==> src/rtl/free_list_pkg.sv <==
// Shared sizing parameters and tag/pointer types for the rename free list.
package free_list_pkg;
  localparam int PHY_REGS   = 64;
  localparam int ARCH_REGS  = 32;
  localparam int PHY_WIDTH  = $clog2(PHY_REGS);
  localparam int FREE_DEPTH = PHY_REGS - ARCH_REGS;
  localparam int FL_PTR_W   = $clog2(FREE_DEPTH) + 1;
  localparam int IDX_W      = FL_PTR_W - 1;

  typedef logic [PHY_WIDTH-1:0] phy_tag_t;
  typedef logic [FL_PTR_W-1:0]  fl_ptr_t;
  typedef logic [IDX_W-1:0]     fl_idx_t;
endpackage

==> src/rtl/free_list_if.sv <==
// Rename/retire-side bundle of the free list; master is rename, slave is the list.
interface free_list_if;
  import free_list_pkg::*;

  logic       flush;
  logic [1:0] alloc_req;
  logic       alloc_grant;
  phy_tag_t   alloc_phy_0;
  phy_tag_t   alloc_phy_1;
  fl_ptr_t    free_count;
  logic       retire_valid;
  logic       retire_has_rd;
  phy_tag_t   rd_phy_old_commit;
  logic       overflow_err;

  modport master (
    output flush, alloc_req, retire_valid, retire_has_rd, rd_phy_old_commit,
    input  alloc_grant, alloc_phy_0, alloc_phy_1, free_count, overflow_err
  );

  modport slave (
    input  flush, alloc_req, retire_valid, retire_has_rd, rd_phy_old_commit,
    output alloc_grant, alloc_phy_0, alloc_phy_1, free_count, overflow_err
  );
endinterface

==> src/rtl/free_list.sv <==
// Physical-register free list: two-wide allocate, in-order reclaim at retire,
// single-cycle flush rollback to the committed head.
module free_list
  import free_list_pkg::*;
(
  input  logic       clk,
  input  logic       rst,
  free_list_if.slave bus
);

  phy_tag_t   fl_q [FREE_DEPTH];
  fl_ptr_t    head_q, head_d;
  fl_ptr_t    tail_q, tail_d;
  fl_ptr_t    commit_q, commit_d;
  logic       ovf_q, ovf_d;

  fl_ptr_t    count;
  logic [1:0] n_req;
  logic       grant;
  logic       do_free;
  logic       full;
  logic       wr_en;
  fl_idx_t    head_idx;
  fl_idx_t    head1_idx;

  always_comb begin
    n_req     = {1'b0, bus.alloc_req[0]} + {1'b0, bus.alloc_req[1]};
    count     = tail_q - head_q;
    grant     = !bus.flush && (count >= fl_ptr_t'(n_req));
    do_free   = bus.retire_valid && bus.retire_has_rd;
    full      = (count == fl_ptr_t'(FREE_DEPTH));
    wr_en     = do_free && !full;
    head_idx  = head_q[IDX_W-1:0];
    head1_idx = head_idx + fl_idx_t'(1);

    tail_d   = tail_q;
    commit_d = commit_q;
    head_d   = head_q;
    ovf_d    = ovf_q;

    if (wr_en) begin
      tail_d   = tail_q + fl_ptr_t'(1);
      commit_d = commit_q + fl_ptr_t'(1);
    end
    if (do_free && full) ovf_d = 1'b1;

    // Flush rolls back to the committed head including this cycle's retire.
    if (bus.flush)  head_d = commit_d;
    else if (grant) head_d = head_q + fl_ptr_t'(n_req);
  end

  always_ff @(posedge clk or posedge rst) begin
    if (rst) begin
      head_q   <= '0;
      commit_q <= '0;
      tail_q   <= fl_ptr_t'(FREE_DEPTH);
      ovf_q    <= 1'b0;
      for (int i = 0; i < FREE_DEPTH; i++) fl_q[i] <= phy_tag_t'(ARCH_REGS + i);
    end else begin
      head_q   <= head_d;
      commit_q <= commit_d;
      tail_q   <= tail_d;
      ovf_q    <= ovf_d;
      if (wr_en) fl_q[tail_q[IDX_W-1:0]] <= bus.rd_phy_old_commit;
    end
  end

  assign bus.alloc_grant  = grant;
  assign bus.alloc_phy_0  = fl_q[head_idx];
  assign bus.alloc_phy_1  = bus.alloc_req[0] ? fl_q[head1_idx] : fl_q[head_idx];
  assign bus.free_count   = count;
  assign bus.overflow_err = ovf_q;

endmodule

==> src/flat_wrapper.sv <==
// flat-port wrapper written by rule: the top's interface ports become plain ports
module free_list_flat import free_list_pkg::*;
  (clk, rst, bus_flush, bus_alloc_req, bus_retire_valid, bus_retire_has_rd, bus_rd_phy_old_commit, bus_alloc_grant, bus_alloc_phy_0, bus_alloc_phy_1, bus_free_count, bus_overflow_err);
  free_list_if bus_i ();
  input  logic clk;
  input  logic rst;
  input wire logic [$bits(bus_i.flush)-1:0] bus_flush;
  input wire logic [$bits(bus_i.alloc_req)-1:0] bus_alloc_req;
  input wire logic [$bits(bus_i.retire_valid)-1:0] bus_retire_valid;
  input wire logic [$bits(bus_i.retire_has_rd)-1:0] bus_retire_has_rd;
  input wire logic [$bits(bus_i.rd_phy_old_commit)-1:0] bus_rd_phy_old_commit;
  output wire logic [$bits(bus_i.alloc_grant)-1:0] bus_alloc_grant;
  output wire logic [$bits(bus_i.alloc_phy_0)-1:0] bus_alloc_phy_0;
  output wire logic [$bits(bus_i.alloc_phy_1)-1:0] bus_alloc_phy_1;
  output wire logic [$bits(bus_i.free_count)-1:0] bus_free_count;
  output wire logic [$bits(bus_i.overflow_err)-1:0] bus_overflow_err;
  assign bus_i.flush = bus_flush;
  assign bus_i.alloc_req = bus_alloc_req;
  assign bus_i.retire_valid = bus_retire_valid;
  assign bus_i.retire_has_rd = bus_retire_has_rd;
  assign bus_i.rd_phy_old_commit = bus_rd_phy_old_commit;
  assign bus_alloc_grant = bus_i.alloc_grant;
  assign bus_alloc_phy_0 = bus_i.alloc_phy_0;
  assign bus_alloc_phy_1 = bus_i.alloc_phy_1;
  assign bus_free_count = bus_i.free_count;
  assign bus_overflow_err = bus_i.overflow_err;
  free_list u_core (.clk(clk), .rst(rst), .bus(bus_i));
endmodule
==> config.mk <==
export PLATFORM = sky130hd
export DESIGN_NAME = free_list_flat
export DESIGN_NICKNAME = d
export VERILOG_FILES = /design/src/rtl/free_list_pkg.sv /design/src/rtl/free_list_if.sv /design/src/rtl/free_list.sv /design/src/flat_wrapper.sv
export SDC_FILE = /design/constraint.sdc
export NUM_CORES = 1
export LEC_CHECK = 0
export CORE_MARGIN = 2
export CORE_UTILIZATION = 61
export CTS_CLUSTER_DIAMETER = 200
export DETAILED_ROUTE_END_ITERATION = 8
export PLACE_DENSITY_LB_ADDON = 0.1
export SLEW_MARGIN = 20
export SYNTH_ARGS = -nofsm -noshare
export SYNTH_HDL_FRONTEND = slang
export SYNTH_SLANG_ARGS = --single-unit
==> constraint.sdc <==
create_clock -name clk -period 9.1 [get_ports clk]
set_clock_uncertainty 0.15 [all_clocks]
set_input_delay 1.82 -clock clk [delete_from_list [all_inputs] [get_ports clk]]
set_output_delay 1.82 -clock clk [all_outputs]
set_load 0.02 [all_outputs]
==> run summary, run 1 <==
========================================================================================================
Count of final setup violators                                                                         0
Initial core utilization                                                                           61.6%
Maximum fanout encountered on the critical timing path                                                52
Count of nets left with antenna violations after detail routing                                        0
Library cell with the highest instance count after synthesis                                      mux2_2
Flip-flop cell with the highest count after synthesis                                            dfstp_2
Number of maximum-capacitance constraint violations                                                    0
Slew Limit Headroom                                                                                32.4%
Die X-Extent                                                                                      144 um
CP Launch Type                                                                                  register
Global-route wire length before repair                                                           45.4 mm
Final TNS setup                                                                                     0 ns
Top cells by area, synth                                                                    dfstp_2, mux4_2, dfrtp_1, mux2_2, ha_1
Number of detailed-routing iterations run before antenna repair                                        5
Minimum clock period                                                                             6.94 ns
Sequential fraction of the synthesis area                                                          45.5%
Comb power frac                                                                                    49.4%
Synthesized cell area                                                                        11900 sq um
Routed length per placed instance                                                                27.4 um
Post-cts repair resize count                                                                           0
Areal power density over the cells                                                           396 nW/um^2
Post-DP Area                                                                                 12400 sq um
Post-layout net count                                                                                829
Post-synth EDFFs                                                                                       0
Met2 routing resource usage after global routing                                                   47.2%
Clk sinks                                                                                            211
Synth cell count leaders                                                                    mux2_2, mux4_2, dfstp_2, dfrtp_1
Ratio of cells with drive above 1 in the final layout                                              60.2%
Number of failing hold endpoints at the final stage                                                    0
Final clock period utilization by the worst path                                                   76.3%
Slew at the pin closest to its max-slew limit                                                    1.01 ns
Core Area                                                                                    19300 sq um
Post-route worst hold slack                                                                     0.320 ns
Post-detailed-route via-to-cell ratio                                                               6.79
Cell taking the most area after synthesis                                                        dfstp_2
Global placer's final weighted congestion                                                          0.900
Routed wire length                                                                               29.6 mm
Peak ir drop on the vdd network                                                               0.000258 V
Total internal power                                                                             3.26 mW
Die boundary height                                                                               144 um
Area growth from synthesis to layout                                                               10.6%
Share of flip-flops with an asynchronous set or reset                                               100%
Hold_sp                                                                                     u_core.commit_q[5]
Crit path kind                                                                                   reg2out
Post-CTS clock slew at the launch and capture registers of the worst setup and hold paths        0.06 ns
Routed vias                                                                                         7345
CP Data Arrival Time                                                                             4.97 ns
Drt drc                                                                                                0
Post-synth top area share                                                                          24.9%
Insertion delay of the later-clocked pin in the worst-skew pair                                  0.51 ns
Distinct cells, synth                                                                                 48
Count of input and output buffers                                                                     32
Cell area after layout                                                                       13200 sq um
Number of global-route vias before repair                                                           7453
Die area                                                                                     20600 sq um
# rows                                                                                                51
Total nets after synthesis                                                                           822
Clk Tree Root Cell                                                                             clkbuf_16
Yosys warns                                                                                            0
Num ports                                                                                             33
Switch share                                                                                       37.4%
GR peak layer                                                                                       met2
Startpoint of the lowest-slack register-to-register path                                    u_core.head_q[0]
Run status                                                                                  finished clean
Gate count after technology mapping                                                                  791
# fillers                                                                                           1330
Class of the worst hold path                                                                     reg2reg
Met1 capacity usage during global routing                                                          42.6%
Net switching power                                                                              1.95 mW
Global-route usage over all layers                                                                 29.8%
Post-detailed-placement half-perimeter wirelength                                                19.8 mm
RSZ-0062 raised after global routing                                                               false
Timing-limited maximum frequency                                                                 144 MHz
# H-tree levels                                                                                        1
Overflow left after global routing                                                                     0
Initial DRC count                                                                                    649
Crit path capture type                                                                      primary output
CTS Hold Buffers Added                                                                                 0
Buffer levels on the longest clock path                                                                3
Sequential share of power                                                                          32.9%
Met3 capacity usage during global routing                                                          5.33%
Postcts setup bufs                                                                                     0
Relative contribution of the clock network to total power                                          17.7%
Total of flip-flops plus latches after synthesis                                                     211
Maximum number of pins on one net before global-route repair                                         127
Mapped Avg Cell Area                                                                          15.0 sq um
Max-slew violations                                                                                    0
TritonCTS clock tree                                                                                done
Worst setup path startpoint                                                                 u_core.head_q[0]
Data required, critical path                                                                     7.13 ns
Initial antenna violation count                                                                        1
Static leakage power                                                                             5.35 nW
Total clock buffers created by CTS                                                                    23
========================================================================================================
==> flip-flops by register name (all words and copies together), names as in the netlist <==
register,flops
u_core.bus.overflow_err,1
u_core.commit_q,6
u_core.fl_q,192
u_core.head_q,6
u_core.tail_q,6
==> power groups by stage <==
stage | Clock [mW] | Combinational (mW) | Sequential [mW]
final | 0.923 | 2.57 | 1.72
after detailed placement | 0 | 2.54 | 1.72
after floorplan | 0 | 1.92 | 1.54
after CTS | 0.940 | 2.56 | 1.71
after global routing | 0.977 | 2.73 | 1.76
after global placement | 0 | 2.51 | 1.67
==> cell families (layout without fill, tap and decap cells) <==
group	Yosys count	count (layout)	synth area share, %
muxes	317	317	41.3
other	0	1	0
and+or+nand+nor	127	127	5.73
xor gates and xnor gates	20	20	1.47
AOI/OAI and AO/OA	29	29	1.63
buffers and inverters	69	93	2.29
DFF	211	211	45.5
adders and majority gates	18	18	2.02
==> layout by cell type (no fill, tap or decap), drive strengths merged, types with 3 or more instances in the layout <==
cell type | Yosys | layout
a21oi | 6 | 6
and3 | 4 | 4
and4 | 3 | 3
buf | 22 | 9
clkbuf | 32 | 38
clkdlybuf4s50 | 0 | 27
clkinv | 3 | 5
dfrtp | 98 | 98
dfstp | 113 | 113
ha | 16 | 16
inv | 12 | 13
mux2 | 195 | 195
mux4 | 120 | 120
nand2 | 33 | 33
nand2b | 5 | 5
nand3 | 21 | 21
nand4 | 3 | 3
nor2 | 36 | 36
nor3 | 8 | 8
nor3b | 5 | 5
o21ai | 4 | 4
o22ai | 6 | 6
xnor2 | 14 | 14
xor2 | 6 | 6
==> through the flow <==
step	power (mW)	instances	worst slack, ns	utilization, %
CTS	5.20	1080	2.11	67.9
global placement	4.18	1038	2.33	64.1
floorplan	3.46	791	1.55	-
global route	5.47	1080	1.81	68.1
detailed placement	4.26	1038	2.31	64.1
finish	5.21	1081	2.16	68.1
==> area by class of cell <==
type / instances / area, sq um / area share [%]
multi-input cells: 511 / 6260 / 47.5
flip-flops and latches: 211 / 5430 / 41.2
clock inverters: 4 / 48.8 / 0.371
repair buffers: 36 / 329 / 2.50
well taps: 265 / 332 / 2.52
inverters: 15 / 63.8 / 0.485
diodes: 1 / 2.50 / 0.0190
clock buffers: 38 / 702 / 5.33
==> final timing paths <==
kind	slack [ns]	to	depth (start not counted)
worst max-delay path	2.16	bus_alloc_grant	10
worst min-delay path	0.32	u_core.commit_q[5]	1
worst max register to register	4.19	u_core.fl_q[66]	11
worst min register to register	0.32	u_core.commit_q[5]	1
max in group asynchronous	5.85	u_core.tail_q[3]	3
min in group asynchronous	1.68	u_core.fl_q[163]	2
==> layer usage <==
metal,vias to the layer above,wire [um]
li1,3063,-
met1,3924,12300
met2,296,14500
met3,62,1930
met4,0,953
met5,-,0
==> critical path: stages, from the launching register on <==
cell and delay (ns):
dfrtp_4 0.96, buf_4 0.80, ha_1 0.29, inv_1 0.05, fa_1 0.49, ha_1 0.32, a21oi_1 0.12, nand4_1 0.15
nor4_2 0.58, nor2_1 0.11, clkdlybuf4s50_1 0.57
(Power assumes the default switching activity.)
==> inputs of run 2 (changes only) <==
==> constraint.sdc (replaced) <==
create_clock -name clk -period 6.7 [get_ports clk]
set_clock_uncertainty 0.15 [all_clocks]
set_input_delay 1.34 -clock clk [delete_from_list [all_inputs] [get_ports clk]]
set_output_delay 1.34 -clock clk [all_outputs]
set_load 0.02 [all_outputs]
==> run 2 against run 1 <==
Compared with the run above: global-route usage rose by 1.5 points; clock power rose by 58%; power rose by 41%; sequential cell count did not move.
==> run summary, run 2 (synthesis results as in run 1) <==
========================================================================================================
Run status                                                                                  finished clean
Commonest non-fill, non-tap cell in the layout                                                    mux2_2
Clk sinks                                                                                            211
Cell count after placement                                                                          1045
TritonCTS clock tree                                                                                done
Global placer's final weighted congestion                                                          0.936
CP Launch Type                                                                                  register
Minimum clock period                                                                             5.64 ns
Count of input and output buffers                                                                     32
Switch share                                                                                       36.7%
Clk Tree Root Cell                                                                             clkbuf_16
Die boundary height                                                                               144 um
Peak ir drop on the vdd network                                                               0.000275 V
Cell family with most CP delay                                                              multiplexers
Number of detailed-routing iterations run before antenna repair                                        5
Overflow left after global routing                                                                     0
CP Data Arrival Time                                                                             4.15 ns
Slew Limit Headroom                                                                                42.1%
Comb power frac                                                                                    48.9%
Number of standard cells in the final layout excluding fillers                                      1091
Core Area                                                                                    19300 sq um
Num ports                                                                                             33
Post-layout utilization of the core                                                                69.2%
Slew at the pin closest to its max-slew limit                                                   0.868 ns
Max-slew violations                                                                                    0
Routed wire length                                                                               30.6 mm
Routed length per placed instance                                                                28.0 um
Number of maximum-capacitance constraint violations                                                    0
Die X-Extent                                                                                      144 um
Post-layout net count                                                                                838
Global-route wire length before repair                                                           47.5 mm
Relative contribution of the clock network to total power                                          19.8%
Critical Path Max Stage Delay                                                                    0.71 ns
Timing-limited maximum frequency                                                                 177 MHz
Static leakage power                                                                             5.47 nW
Count of nets left with antenna violations after detail routing                                        0
Ratio of cells with drive above 1 in the final layout                                              60.8%
# H-tree levels                                                                                        1
Postcts setup bufs                                                                                     0
Total internal power                                                                             4.66 mW
Insertion delay of the later-clocked pin in the worst-skew pair                                  0.52 ns
Number of global-route vias before repair                                                           7800
Area growth from synthesis to layout                                                               12.5%
Sequential share of power                                                                          31.3%
Buf/Inv on CP                                                                                          2
Post-route worst hold slack                                                                     0.317 ns
Final TNS setup                                                                                     0 ns
Buffer levels on the longest clock path                                                                3
Areal power density over the cells                                                           550 nW/um^2
Post-cts repair resize count                                                                           0
Net switching power                                                                              2.70 mW
Post-CTS clock slew at the launch and capture registers of the worst setup and hold paths        0.06 ns
Initial antenna violation count                                                                        1
Crit path capture type                                                                      primary output
Total clock buffers created by CTS                                                                    24
Post-DP Area                                                                                 12500 sq um
Routed vias                                                                                         7439
Global-route usage over all layers                                                                 31.3%
Maximum fanout encountered on the critical timing path                                                26
Maximum number of pins on one net before global-route repair                                         212
Data required, critical path                                                                     5.21 ns
Crit path kind                                                                                   reg2out
Final clock period utilization by the worst path                                                   84.1%
Post-detailed-route via-to-cell ratio                                                               6.82
Number of failing hold endpoints at the final stage                                                    0
Most used cells in the layout excluding fill and tap cells                                  mux2_2, mux4_2, dfstp_2, dfrtp_1, nand2_1
CTS Hold Buffers Added                                                                                 0
Max reg flops                                                                                        192
Count of final setup violators                                                                         0
Crit-path cells                                                                             ha_4 > buf_12 > mux4_2 > mux4_2 > o22ai_1 > nor2_1 > clkdlybuf4s50_1
Drt drc                                                                                                0
Post-detailed-placement half-perimeter wirelength                                                20.7 mm
Initial DRC count                                                                                    536
Initial core utilization                                                                           61.6%
Slowest cell on the critical path                                                                   ha_4
Die area                                                                                     20600 sq um
Class of the worst hold path                                                                     reg2reg
# rows                                                                                                51
Cell area after layout                                                                       13400 sq um
RSZ-0062 raised after global routing                                                               false
Cell seen most often among critical-path stages                                                   mux4_2
Register containing the most flip-flops in the final layout                                  u_core.fl_q
========================================================================================================
-- run 2: changes by cell type in the layout (fill, tap and decap cells not counted), sizes merged --
cell      previous run  this run
buf                  9        17
bufinv               1         5
clkinvlp             0         1
inv                 13        11
clkinv               5         4
-- run 2: layout make-up --
class | count | area [sq um]
inverters | 15 | 60.1
clock buffers | 38 | 734
fillers | 1289 | 5950
clock inverters | 6 | 155
multi-input cells | 511 | 6250
repair buffers | 44 | 430
diodes | 1 | 2.50
well taps | 265 | 332
flip-flops and latches | 211 | 5430
-- run 2: per-stage QoR --
step	setup WS [ns]	power (mW)
4_1_cts	0.983	7.37
6_report	1.06	7.36
2_1_floorplan	2.25	4.70
3_5_place_dp	1.27	5.89
5_1_grt	0.896	7.71
3_3_place_gp	1.31	5.75
-- run 2: final timing paths --
path                            cells after the start  slack [ns]                from            endpoint
worst min register to register                      1        0.32  u_core.commit_q[5]  u_core.commit_q[5]
worst max register to register                     10        2.34    u_core.head_q[2]    u_core.fl_q[100]
worst min-delay path                                1        0.32  u_core.commit_q[5]  u_core.commit_q[5]
max in group asynchronous                           4        4.26                 rst    u_core.head_q[0]
worst max-delay path                                7        1.06    u_core.head_q[0]  bus_alloc_phy_1[5]
min in group asynchronous                           3        1.15                 rst    u_core.fl_q[159]
-- run 2: metal layers --
metal	share of wire, %	vias to the layer above	track usage [%]
met5	0	-	0
met4	3.6	0	11.5
met3	7.2	64	5.60
met2	50	279	51.2
met1	39	4015	42.5
li1	-	3081	-
-- run 2: power groups by stage --
stage	combinational (mW)	clock, mW	sequential [mW]
2_1_floorplan	2.61	0	2.09
3_3_place_gp	3.51	0	2.24
3_5_place_dp	3.58	0	2.31
4_1_cts	3.61	1.47	2.29
5_1_grt	3.82	1.53	2.36
6_report	3.60	1.46	2.30
-- run 2: worst reg2reg max path, cell delays in order (launching register included) --
cell and delay [ns]:
dfrtp_1 0.73, clkinv_1 0.54, ha_1 0.52, o21ai_0 0.25
a21oi_1 0.10, a31o_1 0.28, o211ai_2 0.18, buf_4 0.31
nand2_2 0.22, nor3_2 0.58, mux2_1 0.39
==> inputs of run 3 (changes only) <==
==> constraint.sdc (replaced) <==
create_clock -name clk -period 5.5 [get_ports clk]
set_clock_uncertainty 0.15 [all_clocks]
set_input_delay 1.1 -clock clk [delete_from_list [all_inputs] [get_ports clk]]
set_output_delay 1.1 -clock clk [all_outputs]
set_load 0.02 [all_outputs]
==> run 3 against run 2 <==
Compared with the run above: cell count is 0.37% higher; highest routed layer unchanged; final area is 0.50% lower; worst hold slack better by 0.014 ns; sequential cell count stayed put.
==> run summary, run 3 (synthesis results as in run 1) <==
========================================================================================================
Run status                                                                                  finished clean
Class of the worst hold path                                                                     reg2reg
RSZ-0062 raised after global routing                                                               false
Worst hold path cell count                                                                             1
Overflow left after global routing                                                                     0
# rows                                                                                                51
Crit-path cells                                                                             buf_4 > inv_1 > fa_1 > ha_1 > a21oi_1 > nand4_1 > nor4_2 > buf_4 > nor2_1 > clkdlybuf4s50_1
CP Data Arrival Time                                                                             3.90 ns
Routed length per placed instance                                                                27.6 um
TritonCTS clock tree                                                                                done
# H-tree levels                                                                                        1
Slew at the pin closest to its max-slew limit                                                   0.824 ns
Peak ir drop on the vdd network                                                               0.000417 V
Core Area                                                                                    19300 sq um
Routed vias                                                                                         7443
Global-route wire length before repair                                                           47.5 mm
Count of cells along the worst register-to-register path                                              11
Post-detailed-placement half-perimeter wirelength                                                20.2 mm
Initial core utilization                                                                           61.6%
Area growth from synthesis to layout                                                               11.9%
Register containing the most flip-flops in the final layout                                  u_core.fl_q
Number of global-route vias before repair                                                           7680
Global placer's final weighted congestion                                                          0.902
Post-cts repair resize count                                                                           0
Max reg flops                                                                                        192
Slowest cell on the critical path                                                                  buf_4
Min-Delay Endpoint                                                                          u_core.commit_q[5]
Commonest non-fill, non-tap cell in the layout                                                    mux2_2
Data required, critical path                                                                     4.25 ns
N_diodes                                                                                               0
Areal power density over the cells                                                           659 nW/um^2
Critical Path Max Stage Delay                                                                    0.65 ns
Most used cells in the layout excluding fill and tap cells                                  mux2_2, mux4_2, dfstp_2, dfrtp_1, nand2_1
Final clock period utilization by the worst path                                                   93.7%
Die boundary height                                                                               144 um
Number of detailed-routing iterations run before antenna repair                                        5
Clk sinks                                                                                            211
Setup slack of the most critical reg-to-reg path                                                 1.26 ns
Cell area after layout                                                                       13300 sq um
Die X-Extent                                                                                      144 um
Hold_sp                                                                                     u_core.commit_q[5]
Post-DP Area                                                                                 12500 sq um
Static leakage power                                                                             5.46 nW
Initial DRC count                                                                                    661
Insertion delay of the later-clocked pin in the worst-skew pair                                  0.52 ns
Max-slew violations                                                                                    0
Number of failing hold endpoints at the final stage                                                    0
CP Launch Type                                                                                  register
Buffer levels on the longest clock path                                                                3
Drt drc                                                                                                0
Count of input and output buffers                                                                     32
Count of nets left with antenna violations after detail routing                                        0
Post-detailed-route via-to-cell ratio                                                               6.80
Post-Place Worst Slack                                                                          0.763 ns
Initial antenna violation count                                                                        0
Startpoint of the lowest-slack register-to-register path                                    u_core.head_q[1]
CTS Hold Buffers Added                                                                                 0
Cell seen most often among critical-path stages                                                    buf_4
# fillers                                                                                           1342
Post-CTS clock slew at the launch and capture registers of the worst setup and hold paths        0.07 ns
Maximum number of pins on one net before global-route repair                                         101
Clk Tree Root Cell                                                                             clkbuf_16
Crit path capture type                                                                      primary output
Postcts setup bufs                                                                                     0
Routed wire length                                                                               30.2 mm
Minimum clock period                                                                             5.15 ns
Total clock buffers created by CTS                                                                    24
Die area                                                                                     20600 sq um
Crit path kind                                                                                   reg2out
Final TNS setup                                                                                     0 ns
Global-route usage over all layers                                                                 31.0%
Setup ws final                                                                                  0.348 ns
Number of maximum-capacitance constraint violations                                                    0
Count of final setup violators                                                                         0
Maximum fanout encountered on the critical timing path                                                51
Timing-limited maximum frequency                                                                 194 MHz
Ratio of cells with drive above 1 in the final layout                                              61.4%
Num ports                                                                                             33
Worst reg2reg endpoint                                                                      u_core.fl_q[100]
Post-layout net count                                                                                843
Slew Limit Headroom                                                                                45.1%
========================================================================================================
run 3: how the worst max path moves through the flow:
stage                          start               to
floorplan           u_core.head_q[1]  bus_alloc_grant
global placement    bus_alloc_req[0]  bus_alloc_grant
detailed placement  bus_alloc_req[0]  bus_alloc_grant
CTS                 u_core.head_q[1]  bus_alloc_grant
global route        u_core.head_q[1]  bus_alloc_grant
finish              u_core.head_q[1]  bus_alloc_grant
run 3: stage by stage:
stage / utilization (%) / power (mW) / std cells / hold WS [ns]
floorplan: - / 5.73 / 791 / 0.289
global placement: 64.8 / 7.00 / 1051 / 0.306
detailed placement: 64.8 / 7.14 / 1051 / 0.308
CTS: 69.1 / 8.79 / 1095 / 0.324
global route: 68.9 / 9.22 / 1095 / 0.352
finish: 68.9 / 8.78 / 1095 / 0.331
run 3: layer usage:
layer  part of all wire, %  track usage (%)
met1                    42             45.0
met2                    49             50.0
met3                   6.2             4.37
met4                   2.8             8.31
met5                     0                0
run 3: where the power goes:
group | switching [mW] | leakage [nW] | internal [mW] | total [mW]
clock network | 0.633 | 0.411 | 0.995 | 1.63
logic | 2.13 | 2.59 | 2.27 | 4.40
registers | 0.471 | 2.45 | 2.28 | 2.75
total | 3.23 | 5.46 | 5.55 | 8.78
run 3: critical path, delay by kind of cell, from the launching register on:
family	cells	cell delay, ns
flip-flops	1	0.38
AND/OR/NAND/NOR	3	0.35
AO/OA/AOI/OAI	1	0.12
adder cells (fa/ha/maj)	2	0.87
buffers and inverters	4	1.67
run 3: layout make-up:
cell class	instances	area, sq um	area share (%)
clock inverter	6	55.1	0.413
inverter	15	60.1	0.451
sequential	211	5430	40.7
multi-input combinational	511	6230	46.8
timing repair buffer	49	455	3.42
clock buffer	38	764	5.74
tap	265	332	2.49
